--- src/rtl/param_commit_pkg.sv ---
// +----------------------------------------------------------------------------+
// | param_commit_pkg : shared state encoding, slot map and default values for  |
// |                    the parameter commit controller.                        |
// | Rev 1.0                                                                    |
// +----------------------------------------------------------------------------+
`default_nettype none

package param_commit_pkg;

  typedef enum logic [1:0] {
    ST_IDLE   = 2'd0,
    ST_ARMED  = 2'd1,
    ST_COMMIT = 2'd2
  } commit_state_t;

  localparam int SLOT_PPS_IA      = 1;
  localparam int SLOT_PPS_II      = 2;
  localparam int SLOT_GAIN        = 3;
  localparam int SLOT_GAMMA_DYN   = 4;
  localparam int SLOT_GAMMA_STA   = 5;
  localparam int SLOT_GAIN_MN     = 6;
  localparam int SLOT_DELAY_CNT   = 7;
  localparam int SLOT_BDAMP_CHAIN = 13;
  localparam int SLOT_BDAMP_2     = 14;
  localparam int SLOT_BDAMP_1     = 15;

  // IEEE-754 single precision defaults (0.9, 80.0 and three small damping terms)
  localparam logic [31:0] DEF_F0P9   = 32'h3F66_6666;
  localparam logic [31:0] DEF_F80    = 32'h42A0_0000;
  localparam logic [31:0] DEF_BDAMP1 = 32'h3E71_4120;
  localparam logic [31:0] DEF_BDAMP2 = 32'h3D14_4674;
  localparam logic [31:0] DEF_BDAMPC = 32'h3C58_44D0;

endpackage

`default_nettype wire

--- src/rtl/param_commit_ctrl_edge_sync_detect.sv ---
// +----------------------------------------------------------------------------+
// | edge_sync_detect : 2-FF synchroniser with registered rising-edge pulse.    |
// | Rev 1.0                                                                    |
// +----------------------------------------------------------------------------+
`default_nettype none

module edge_sync_detect (
  input  logic clk,
  input  logic reset_global,
  input  logic i_async,
  output logic o_rise
);

  logic r_meta;
  logic r_sync;
  logic r_prev;
  logic r_rise;

  always_ff @(posedge clk or posedge reset_global) begin
    if (reset_global) begin
      r_meta <= 1'b0;
      r_sync <= 1'b0;
      r_prev <= 1'b0;
      r_rise <= 1'b0;
    end else begin
      r_meta <= i_async;
      r_sync <= r_meta;
      r_prev <= r_sync;
      r_rise <= r_sync & ~r_prev;
    end
  end

  assign o_rise = r_rise;

endmodule

`default_nettype wire

--- src/rtl/param_commit_ctrl.sv ---
// +----------------------------------------------------------------------------+
// | param_commit_ctrl : shadow/active parameter bank committed atomically on   |
// |                     sim_clk boundaries. Optional PARAM_COMMIT_READBACK_EN. |
// | Rev 1.0                                                                    |
// +----------------------------------------------------------------------------+
`default_nettype none

module param_commit_ctrl
  import param_commit_pkg::*;
#(
  parameter int                      NSLOT      = 16,
  parameter logic [32*NSLOT-1:0]     RESET_VALS = {NSLOT{32'h0}}
) (
  input  logic                       clk,
  input  logic                       reset_global,
  input  logic                       reset_sim,
  input  logic [NSLOT-1:0]           trig,
  input  logic [15:0]                data_lo,
  input  logic [15:0]                data_hi,
  input  logic                       sim_clk,
  output logic [32*NSLOT-1:0]        params,
  output logic [NSLOT-1:0]           dirty,
  output logic                       commit_pulse,
  output logic                       boundary
`ifdef PARAM_COMMIT_READBACK_EN
  ,
  input  logic [$clog2(NSLOT)-1:0]   rd_sel,
  output logic [31:0]                rd_data
`endif
);

  commit_state_t r_state;
  commit_state_t w_state_next;

  logic [31:0]      r_shadow [NSLOT];
  logic [31:0]      r_active [NSLOT];
  logic [NSLOT-1:0] r_dirty;
  logic [NSLOT-1:0] w_commit_mask;
  logic [NSLOT-1:0] w_dirty_next;
  logic [31:0]      w_wr_val;
  logic             w_commit;
  logic             w_boundary;

  edge_sync_detect u_sim_clk_edge (
    .clk          (clk),
    .reset_global (reset_global),
    .i_async      (sim_clk),
    .o_rise       (w_boundary)
  );

  assign w_wr_val = {data_hi, data_lo};

  // A slot written in the commit cycle itself is excluded: its new value waits for the next boundary.
  assign w_commit_mask = (w_boundary | reset_sim) ? (r_dirty & ~trig) : '0;
  assign w_commit      = |w_commit_mask;
  assign w_dirty_next  = (r_dirty & ~w_commit_mask) | trig;

  always_ff @(posedge clk or posedge reset_global) begin
    if (reset_global) begin
      r_dirty <= '0;
      r_state <= ST_IDLE;
    end else begin
      r_dirty <= w_dirty_next;
      r_state <= w_state_next;
    end
  end

  always_comb begin
    w_state_next = r_state;
    case (r_state)
      ST_IDLE:   if (|trig) w_state_next = ST_ARMED;
      ST_ARMED:  if (w_commit) w_state_next = ST_COMMIT;
      ST_COMMIT: begin
        if (w_commit)           w_state_next = ST_COMMIT;
        else if (|w_dirty_next) w_state_next = ST_ARMED;
        else                    w_state_next = ST_IDLE;
      end
      default:   w_state_next = ST_IDLE;
    endcase
  end

  generate
    for (genvar i = 0; i < NSLOT; i++) begin : g_slot
      always_ff @(posedge clk or posedge reset_global) begin
        if (reset_global) begin
          r_shadow[i] <= RESET_VALS[32*i +: 32];
          r_active[i] <= RESET_VALS[32*i +: 32];
        end else begin
          if (trig[i])          r_shadow[i] <= w_wr_val;
          if (w_commit_mask[i]) r_active[i] <= r_shadow[i];
        end
      end
      assign params[32*i +: 32] = r_active[i];
    end
  endgenerate

`ifdef PARAM_COMMIT_READBACK_EN
  logic [31:0] r_rd_data;

  always_ff @(posedge clk or posedge reset_global) begin
    if (reset_global) r_rd_data <= 32'h0;
    else              r_rd_data <= r_dirty[rd_sel] ? r_shadow[rd_sel] : r_active[rd_sel];
  end

  assign rd_data = r_rd_data;
`endif

  assign dirty        = r_dirty;
  assign commit_pulse = (r_state == ST_COMMIT);
  assign boundary     = w_boundary;

endmodule

`default_nettype wire

--- config.mk ---
export PLATFORM = sky130hd
export DESIGN_NAME = param_commit_ctrl
export DESIGN_NICKNAME = d
export VERILOG_FILES = /design/src/rtl/param_commit_pkg.sv /design/src/rtl/param_commit_ctrl_edge_sync_detect.sv /design/src/rtl/param_commit_ctrl.sv
export SDC_FILE = /design/constraint.sdc
export NUM_CORES = 2
export LEC_CHECK = 0
export CELL_PAD_IN_SITES_DETAIL_PLACEMENT = 1
export CELL_PAD_IN_SITES_GLOBAL_PLACEMENT = 1
export CORE_MARGIN = 4
export CORE_UTILIZATION = 43
export CTS_BUF_LIST = sky130_fd_sc_hd__clkbuf_8
export DETAILED_ROUTE_END_ITERATION = 12
export PLACE_DENSITY = 0.88
export SYNTH_ARGS = -nofsm -noshare
export SYNTH_HDL_FRONTEND = slang
export SYNTH_HIERARCHICAL = 1
export SYNTH_SLANG_ARGS = --single-unit
--- constraint.sdc ---
create_clock -name clk -period 39.5 [get_ports clk]
set_input_delay 11.85 -clock clk [delete_from_list [all_inputs] [get_ports clk]]
set_output_delay 11.85 -clock clk [all_outputs]
set_load 0.1 [all_outputs]
[Word-level counts from Yosys, hierarchy flattened]
Index checks and enable logic that the tools add are counted.
Operators by class
  equality and inequality tests: 4
  muxes and demuxes: 6
  bitwise gates (word level): 8
  reductions and logical operators: 5
Operators by type and width (count)
  $reduce_or 16->1: 3
  $and 16x16->16: 2
  $not 16->16: 2
  $mux 16: 1
  $or 16x16->16: 1
  $mux 2: 3
  $pmux 2 s3: 1
  $ne 2x2->1 const B: 2
  $eq 2x1->1 const B: 1
  $eq 2x2->1 const B: 1
  $logic_not 2->1: 1
  $reduce_and 2->1: 1
  $and 1x1->1: 1
  $mux 1: 1
  $not 1->1: 1
  $or 1x1->1: 1
Word-level totals
  register bits: 1046
  output and inout bits: 530
  logic and storage cells: 61

[Depth between registers and ports, before layout]
  depth in word-level cells: 10
  depth in mapped cells: 6

[Cells and area by module]
The synthesis kept the hierarchy.
By module, submodules not included
  param_commit_ctrl: instances 1, cells an instance 2285, area an instance 38694.6 µm², seq. area each 26075.0 µm²
  edge_sync_detect: instances 1, cells an instance 6, area an instance 117.6 µm², seq. area each 100.1 µm²

[Worst setup path after synthesis]
Ideal clock, no wire load.
  kind: register to output
  start: register r_state[0]
  end: output commit_pulse
  arrival time: 1770 ps
  setup slack: 25880 ps
  stages on the path, launching flop included: 2
  path buffers: 0
  cell sequence: dfrtp_1 -> nor2b_1
Between the ends
  cells in the longest elaborated chain, start to end: 1
Ends and longest elaborated chain
  start, declared: RTL line param_commit_ctrl.sv:32  | commit_state_t r_state;
  start signal, assigned: RTL line param_commit_ctrl.sv:64  | r_state <= w_state_next;
  $eq 2x2->1: RTL line param_commit_ctrl.sv:109  | assign commit_pulse = (r_state == ST_COMMIT);
  end, declared: RTL line param_commit_ctrl.sv:23  | output logic commit_pulse,
No other way between the ends.

==> impl_summary.log <==
INFO  metric run_status = completed
INFO  metric clock-skew-final = 53.1 ps
INFO  metric hold_path_end = u_sim_clk_edge/r_sync
INFO  metric io_pins = 582
INFO  metric share_of_total_power_in_combinational_logic = 40.6%
INFO  metric timing_worst_setup_path_type = in -> async
INFO  metric postSynthAreaPerCell = 16.9 um2
INFO  metric synth_most_common_cell = sky130_fd_sc_hd__dfrtp_1
INFO  metric power.density = 79.7 nW/um2
INFO  metric number_of_enable_flip_flop_cells_after_synthesis = 0
INFO  metric worstPathArrival = 17060 ps
INFO  metric p_switching = 1.80 mW
INFO  metric cts_post_setup_buffers_inserted = 0
INFO  metric timing.rr.start = u_sim_clk_edge/o_rise
INFO  metric timing.final.max_slew_violations = 0
INFO  metric max_clock_freq = 0.0614 GHz
INFO  metric drt-pass1-iter-count = 4
INFO  metric total_die_area = 95100 um2
INFO  metric ys_seq_area_share = 67.4%
INFO  metric route.antenna.remaining_nets = 0
INFO  metric cp.buffers_inverters = 7
INFO  metric proportion_of_synthesized_flip_flops_having_asynchronous_set_or_reset = 100%
INFO  metric tritoncts_num_sinks = 1046
INFO  metric ys_top_cells_by_count = sky130_fd_sc_hd__dfrtp_1, sky130_fd_sc_hd__mux2_2, sky130_fd_sc_hd__buf_2
INFO  metric design.core.area = 88900 um2
INFO  metric setup_violations = 0
INFO  metric buffer_ports.inserted = 581
INFO  metric final_critical_period = 16280 ps
INFO  metric hold_depth = 0
INFO  metric cts-htree-levels = 4
INFO  metric rsz0062_at_grt = false
INFO  metric critical_path.endpoint_type = async pin
INFO  metric max_fanout_on_critical_path = 195
INFO  metric fp.dieH = 308 um
INFO  metric post_cts.resized_instances = 0
INFO  metric worst-endpoint-required = 40280 ps
INFO  metric vias_per_cell = 5.37
INFO  metric post_synth_instance_area = 38800 um2
INFO  metric cap_violations = 0
INFO  metric cpPeakStageDelay = 960 ps
INFO  metric worst_path_dominant_cell_family = buffers and inverters
INFO  metric clock_path_buffers = 3
INFO  metric worst-r2r-setup-slack = 36910 ps
INFO  metric power.leakage = 20.9 nW
INFO  metric routed-via-count = 22.7k
INFO  metric cells_traversed_along_the_worst_timing_path = clkdlybuf4s50_1 -> clkinvlp_4 -> buf_12 -> buf_4 -> buf_4 -> buf_4 -> buf_4
INFO  metric netlist-cell-type-count = 27
INFO  metric ys.flop_type = sky130_fd_sc_hd__dfrtp_1
INFO  metric buffer_type_at_the_clock_tree_root = sky130_fd_sc_hd__clkbuf_8
INFO  metric setup_tns = 0 ps
INFO  metric area_growth_syn_to_layout = 26.7%
INFO  metric remaining_design_rule_violation_count = 0
INFO  metric share_of_the_clock_period_used_by_the_worst_path_after_layout = 41.2%
INFO  metric top_area_cell_type_share_of_the_netlist_area = 67.4%
INFO  metric cell_count_after_synthesis = 2291
INFO  metric starting_density_of_the_core = 43.6%
INFO  metric power_frac_clock = 23.7%
INFO  metric tritoncts_clock_tree = yes
INFO  metric ys_warn_count = 6
INFO  metric critical-path-slowest-cell = sky130_fd_sc_hd__buf_4
INFO  metric global_route_wire_length_before_repair = 182000 um
INFO  metric cts-buffers-inserted = 169
INFO  metric initialDrtViolationCount = 1252
INFO  metric max_slew.worst_pin.slew = 1320 ps
INFO  metric synth_top_area_cell = sky130_fd_sc_hd__dfrtp_1
INFO  metric postCtsHoldBufs = 0
INFO  metric critical_path.reg2reg.endpoint = params[331]
INFO  metric power.switching_fraction = 45.9%
INFO  metric dpl.hpwl = 81700 um
INFO  metric timing.reg2reg.worst_path_depth = 4
INFO  metric placed_cell_area = 45800 um2
INFO  metric antenna_found_initial = 4
INFO  metric synth.top_cells.by_area = sky130_fd_sc_hd__dfrtp_1, sky130_fd_sc_hd__mux2_2, sky130_fd_sc_hd__mux2_1, sky130_fd_sc_hd__buf_2, sky130_fd_sc_hd__clkbuf_1
INFO  metric crit_top_cell = sky130_fd_sc_hd__buf_4
INFO  metric clkTransAtPathRegs = 60 ps
INFO  metric all_layer_gr_usage = 26.2%
INFO  metric timing.max_slew.rel_slack = 11.8%
INFO  metric grt_overflow = 0
INFO  metric layout.cell_area.non_filler = 49200 um2
INFO  metric via_count_of_the_first_global_routing_pass = 26.4k
INFO  metric detail_route.wirelength = 125000 um
INFO  metric drive_above_1_share = 42.5%
INFO  metric total_nets_after_synthesis = 2343
INFO  metric type_of_the_tightest_min_delay_check = reg -> reg
INFO  metric internal-power = 2.12 mW
INFO  metric crit_path_start_kind = primary input
INFO  metric die_w = 308 um
INFO  metric power.share.sequential = 35.7%
INFO  metric finish.net_count = 2988
INFO  metric gp_weighted_congestion = 0.793
INFO  metric hold_violations = 0
INFO  metric maximum_vdd_drop = 72.1 uV
INFO  metric wl_per_cell = 29.5 um
INFO  metric rows = 109
INFO  metric clk_latency = 850 ps
INFO  metric hold_path_startpoint = u_sim_clk_edge/r_meta
INFO  metric ys_seq_elements = 1046
INFO  metric grt_max_degree = 196
==> worst reg2reg max path, delay by kind of cell, from the launching register on <==
family | cells | cell delay [ps]
AND/OR/NAND/NOR | 2 | 1150
multiplexers | 1 | 470
flip-flops | 1 | 500
buffers and inverters | 1 | 320
==> final cells by class <==
type / count / area [um2]
diodes: 3 / 7.51
well taps: 1165 / 1460
clock inverters: 91 / 489
repair buffers: 621 / 6060
flip-flops and latches: 1046 / 26200
multi-input cells: 1096 / 12100
inverters: 2 / 11.3
clock buffers: 208 / 2860
fillers: 8169 / 39700
==> metrics by stage <==
stage,setup WS [ps],power [mW],std cells,hold WS [ps],utilization (%)
5_1_grt,22410,4.05,4231,374,55.3
2_1_floorplan,13280,2.56,2291,331,-
4_1_cts,23090,3.96,4229,368,55.3
6_report,23220,3.92,4232,364,55.3
3_5_place_dp,22170,3.01,3930,354,51.5
3_3_place_gp,22520,2.96,3930,339,51.5
==> flip-flops by register name, indices dropped and copies added, names as in the netlist <==
register,cells
params,512
r_shadow,512
dirty,16
r_state,2
u_sim_clk_edge/o_rise,1
u_sim_clk_edge/r_meta,1
u_sim_clk_edge/r_prev,1
u_sim_clk_edge/r_sync,1
==> layer usage <==
layer  vias to the layer above  GRT usage, %  part of all wire [%]
li1                       9369             -                     -
met1                     12343          30.5                    39
met2                       752          45.8                    51
met3                       282          6.36                   5.2
met4                         0          12.2                   4.7
met5                         -             0                     0
==> kinds of logic (layout without fill, tap and decap cells) <==
logic type	after synthesis	count (layout)	synth area share (%)
other	0	3	0
muxes	1024	1024	29.7
AOI/OAI and AO/OA	23	23	0.435
and+or+nand+nor	48	48	0.754
xor gates and xnor gates	1	1	0.0226
DFF	1046	1046	67.4
buffers and inverters	149	922	1.64
==> power groups by stage <==
stage	clock, mW	sequential, mW	combinational [mW]
floorplan	0	2.33	0.225
global placement	0	1.39	1.57
detailed placement	0	1.41	1.59
CTS	0.953	1.40	1.60
global route	1.00	1.42	1.63
finish	0.928	1.40	1.59
==> cells in the final DEF (no fill, tap or decap), types with 2 or more instances in the layout <==
cell type                         Yosys  layout
sky130_fd_sc_hd__clkbuf_8             0     208
sky130_fd_sc_hd__inv_8                0       4
sky130_fd_sc_hd__buf_12               0       3
sky130_fd_sc_hd__nand4_1              5       5
sky130_fd_sc_hd__clkinvlp_4           0       7
sky130_fd_sc_hd__dfrtp_1           1046    1046
sky130_fd_sc_hd__buf_4                1      39
sky130_fd_sc_hd__mux2_1              41      41
sky130_fd_sc_hd__clkinv_2             0      16
sky130_fd_sc_hd__nor3b_4              0       2
sky130_fd_sc_hd__inv_6                0       2
sky130_fd_sc_hd__a21oi_1              2       2
sky130_fd_sc_hd__clkdlybuf4s50_1      0     561
sky130_fd_sc_hd__mux2_2             983     983
sky130_fd_sc_hd__diode_2              0       3
sky130_fd_sc_hd__nor3_1               3       3
sky130_fd_sc_hd__nor4_1               6       6
sky130_fd_sc_hd__a21o_1              16      16
sky130_fd_sc_hd__nor2_4               1      15
sky130_fd_sc_hd__bufinv_16            0       2
sky130_fd_sc_hd__inv_1                2      61
sky130_fd_sc_hd__buf_2               52      18
sky130_fd_sc_hd__nand2b_1            14      14
==> how the worst max path moves through the flow <==
stage                 start           to  slack, ps  cells past startpoint
2_1_floorplan  reset_global     dirty[0]      13280                      1
3_3_place_gp   reset_global   params[11]      22520                      7
3_5_place_dp   reset_global   params[11]      22170                      7
4_1_cts        reset_global  params[204]      23090                      7
5_1_grt        reset_global  params[266]      22410                      7
6_report       reset_global   params[15]      23220                      7
Note: power is estimated with default switching activity, not from simulation.
==> RTL change 1, RTL diff (same flow settings) <==
The option `PARAM_COMMIT_READBACK_EN` is turned on by a define.
--- a/src/rtl/param_commit_ctrl.sv
+++ b/src/rtl/param_commit_ctrl.sv
@@ -4,6 +4,8 @@
 // | Rev 1.0                                                                    |
 // +----------------------------------------------------------------------------+
 `default_nettype none
+
+`define PARAM_COMMIT_READBACK_EN
 
 module param_commit_ctrl
   import param_commit_pkg::*;
Ports: changed (added rd_data and rd_sel); port bits go from 582 to 618. The function was not compared with the original's and may differ.
==> RTL change 1 against the original RTL <==
Area after synthesis increased by 23%. Via count increased by 40%. Sequential share of layout area decreased by 7.4 points. Register-to-register slack got worse by 0.36 ns. Routed wire length increased by 50%. Sequential cell count increased by 32. Global-route usage increased by 5.9 points. Setup slack improved by 0.18 ns. Design area increased by 20%. Non-clock buffer count increased by 64. Cell count increased by 21%. Count of clock-buffer cells in the layout increased by 29. Total power increased by 13%. Highest routed layer is now met5. Largest cell class unchanged. Synthesized cell count increased by 25%.
==> RTL change 1: results (changes against the original RTL) <==
vias in the first global route: 35.8k (was 26.4k)
final WL: 187 mm (was 125 mm)
Compound-Gate Fraction of Synth Area: 0.0240 (was 0.00435)
mux share of post-synthesis cell area: 0.379 (was 0.297)
Final Hold Slack: 0.348 ns (was 0.364 ns)
met3 wire length: 18.1 mm (was 6.54 mm)
Placed Instance Area: 55,100 um^2 (was 45,800 um^2)
vias per cell: 6.22 (was 5.37)
first-pass GRT wire length: 269 mm (was 182 mm)
register area share after synthesis: 0.567 (was 0.674)
Iter 0 DRT Violations: 2,972 (was 1,252)
CTS clk-pin slew, worst paths: 0.06 ns (about the same)
status: complete, no violations (unchanged)
Setup WS pre-CTS: 22.30 ns (was 22.17 ns)
proportion of layout cells with a drive suffix above 1: 0.336 (was 0.425)
Tot GR Track Use: 0.321 (was 0.262)
syn_nets: 2,922 (was 2,343)
syn avg cell area: 16.6 um^2 (was 16.9 um^2)
flop2flop setup slack: 36.55 ns (was 36.91 ns)
slowest stage delay, CP: 0.91 ns (was 0.96 ns)
Clock Latency Late Sink: 0.88 ns (was 0.85 ns)
Reg power frac: 0.345 (was 0.357)
top cells by count, synth: dfrtp_1 (1,078), mux2_2 (570), mux2_1 (454), mux4_2 (260), clkbuf_1 (116) (was dfrtp_1 (1,046), mux2_2 (983), buf_2 (52), clkbuf_1 (48), buf_1 (45))
Pleak: 24.2 nW (was 20.9 nW)
Synth Area in XOR/XNOR: 0 (was 0.000226)
highest metal used: met5 (was met4)
Synth async-reset ratio: 1.00 (unchanged)
total CTS buffers: 176 (was 169)
met2 routed WL: 88.3 mm (was 63.8 mm)
PortBufs: 617 (was 581)
Layout Cells excl Fill: 5,122 (was 4,232)
part of the power in the clock network: 0.231 (was 0.237)
peak supply drop: 0.0636 mV (was 0.0721 mV)
dpl hpwl: 122 mm (was 81.7 mm)
Clock Power: 1.02 mW (was 928 uW)
Final nets: 3,549 (was 2,988)
GPL Wtd Cong: 0.869 (was 0.793)
Max transition margin: 0.189 (was 0.118)
min cycle time layout: 16.10 ns (was 16.28 ns)
1st-pass router iterations: 7 (was 4)
placed cells: 4,791 (was 3,930)
net switching fraction of the power: 0.477 (was 0.459)
synth unique cells: 34 (was 27)
RTL change 1: cell type report:
class                   instances  area, um^2
clock inverters                86         445
flip-flops and latches       1078       27000
well taps                    1476        1850
diodes                          8        20.0
clock buffers                 237        3260
fillers                     10200       50500
inverters                       2        11.3
multi-input cells            1550       19600
repair buffers                685        6650
RTL change 1: per-layer routing:
metal  up-vias  GRT usage
met5         -          0
met4         2      0.175
met3       563     0.0981
met2      1939      0.511
met1     17200      0.392
li1      12100          -
RTL change 1: final timing paths:
| check | startpoint | endpoint | depth (start not counted) |
|---|---|---|---|
| setup / recovery | reset_global | params[39] | 7 |
| max in group clk | u_sim_clk_edge/o_rise | boundary | 1 |
| hold reg to reg | u_sim_clk_edge/r_meta | u_sim_clk_edge/r_sync | 0 |
| min in group asynchronous | reset_global | u_sim_clk_edge/r_sync | 2 |
| hold / removal | u_sim_clk_edge/r_meta | u_sim_clk_edge/r_sync | 0 |
| setup reg to reg | u_sim_clk_edge/o_rise | params[159] | 5 |
==> RTL change 2, RTL diff (same flow settings) <==
Without the edit above. Register the input `data_hi` before use, cleared by the reset. The logic sees it one clock later. The other inputs are not delayed to match.
--- a/src/rtl/param_commit_ctrl.sv
+++ b/src/rtl/param_commit_ctrl.sv
@@ -29,6 +29,16 @@
 `endif
 );
 
+  logic [15:0] data_hi_q;
+
+  always_ff @(posedge clk or posedge reset_global) begin
+    if (reset_global) begin
+      data_hi_q <= '0;
+    end else begin
+      data_hi_q <= data_hi;
+    end
+  end
+
   commit_state_t r_state;
   commit_state_t w_state_next;
 
@@ -48,7 +58,7 @@
     .o_rise       (w_boundary)
   );
 
-  assign w_wr_val = {data_hi, data_lo};
+  assign w_wr_val = {data_hi_q, data_lo};
 
   // A slot written in the commit cycle itself is excluded: its new value waits for the next boundary.
   assign w_commit_mask = (w_boundary | reset_sim) ? (r_dirty & ~trig) : '0;
Check against the original RTL: not settled (the Yosys comparison gave no result); the edit may change what the design does.
==> RTL change 2 against the original RTL <==
Area after synthesis rose by 1.7%. Sequential cell count rose by 16. Clock skew fell by 0.014 ns. First-iteration DRC count rose by 17%. Combinational power barely moved. Total power rose by 1.5%. Via count rose by 1.2%. Routed wire length fell by 0.22%. Clock power rose by 5.0%. Critical path depth did not move. Synthesized cell count rose by 1.4%. Setup slack got worse by 0.64 ns. Design area rose by 1.4%. Largest cell class unchanged.
==> RTL change 2: results (changes against the original RTL) <==
Pleak: 21.2 nW (was 20.9 nW)
dpl hpwl: 82.4 mm (was 81.7 mm)
met3 wire length: 6.66 mm (was 6.54 mm)
Tot GR Track Use: 0.255 (was 0.262)
Gate Count Post-Synth: 2,324 (was 2,291)
PD cells: 79.9 nW/um^2 (was 79.7 nW/um^2)
largest net degree at the start of global routing: 181 (was 196)
1st-pass router iterations: 5 (was 4)
Synth Area in XOR/XNOR: 0.000222 (was 0.000226)
first-pass GRT wire length: 182 mm (about the same)
Iter 0 DRT Violations: 1,460 (was 1,252)
placed cells: 3,964 (was 3,930)
met2 routed WL: 63.7 mm (was 63.8 mm)
slowest stage delay, CP: 0.94 ns (was 0.96 ns)
vias in the first global route: 26.6k (was 26.4k)
Synth area leaders: dfrtp_1 (67%), mux2_2 (26%), mux2_1 (3.1%) (was dfrtp_1 (67%), mux2_2 (29%), mux2_1 (1.2%))
final WL: 125 mm (about the same)
Compound-Gate Fraction of Synth Area: 0.00380 (was 0.00435)
total CTS buffers: 172 (was 169)
register area share after synthesis: 0.673 (was 0.674)
status: complete, no violations (unchanged)
crit-path max FO: 87 (was 195)
clock skew: 0.0388 ns (was 0.0531 ns)
top cells by count, synth: dfrtp_1 (1,062), mux2_2 (914), mux2_1 (110), buf_1 (45), buf_4 (44) (was dfrtp_1 (1,046), mux2_2 (983), buf_2 (52), clkbuf_1 (48), buf_1 (45))
Final nets: 3,014 (was 2,988)
==> RTL change 2: changes by cell type after synthesis, moves of 15 or more <==
cell      delta
mux2_1      +69
buf_4       +43
dfrtp_1     +16
clkbuf_1    -15
mux2_2      -69
buf_2       -18
nor2b_1     +30
==> RTL change 2: cell families after synthesis <==
| group | after synthesis |
|---|---|
| and+or+nand+nor | 52 |
| xor gates and xnor gates | 1 |
| AOI/OAI and AO/OA | 20 |
| DFF | 1062 |
| buffers and inverters | 165 |
| muxes | 1024 |
==> RTL change 2: path summary, 6_finish.rpt <==
| kind | startpoint | to | slack [ns] |
|---|---|---|---|
| min reg2reg | u_sim_clk_edge/r_sync | u_sim_clk_edge/r_prev | 0.39 |
| max reg2reg | u_sim_clk_edge/o_rise | params[83] | 36.77 |
| max | reset_global | r_shadow[431] | 22.58 |
| min in group asynchronous | reset_global | u_sim_clk_edge/o_rise | 11.31 |
| min | u_sim_clk_edge/r_sync | u_sim_clk_edge/r_prev | 0.39 |
| max in group clk | r_state[0] | commit_pulse | 24.91 |
==> RTL change 2: area by class of cell <==
class / instances / area [um^2] / area share
Tap cell: 1176 / 1470 / 0.0295
Clock buffer: 218 / 3000 / 0.0602
Timing Repair Buffer: 626 / 6080 / 0.122
Clock inverter: 84 / 546 / 0.0109
Inverter: 3 / 15.0 / 0.000301
Multi-Input combinational cell: 1097 / 12100 / 0.244
Sequential cell: 1062 / 26600 / 0.533
Antenna cell: 8 / 20.0 / 0.000402
==> RTL change 2: report_power, final <==
group	leakage, nW	internal (mW)	switching [mW]	total (mW)
Sequential	12.5	1.28	0.146	1.42
Clock	2.01	0.530	0.444	0.974
Combinational	6.73	0.370	1.22	1.59
==> RTL change 2: stage by stage <==
stage	util	setup slack, ns	power [mW]	cell area (um^2)
2_1_floorplan	-	13.06	2.58	39500
3_3_place_gp	0.511	21.91	2.97	46300
3_5_place_dp	0.511	21.50	3.02	46300
4_1_cts	0.550	22.41	4.01	49800
5_1_grt	0.550	21.65	4.11	49800
6_report	0.550	22.58	3.98	49900
==> RTL change 2: worst reg2reg max path, stage by stage, from the launching register on <==
cell and delay, ns:
dfrtp_1 0.50, nor2_4 0.21, buf_4 0.28, nor3b_4 0.67, buf_4 0.51, mux2_2 0.42
==> RTL change 2: routing by layer <==
layer	global-route usage	vias up
li1	-	9442
met1	0.304	12500
met2	0.445	773
met3	0.0579	257
met4	0.109	0
met5	0	-
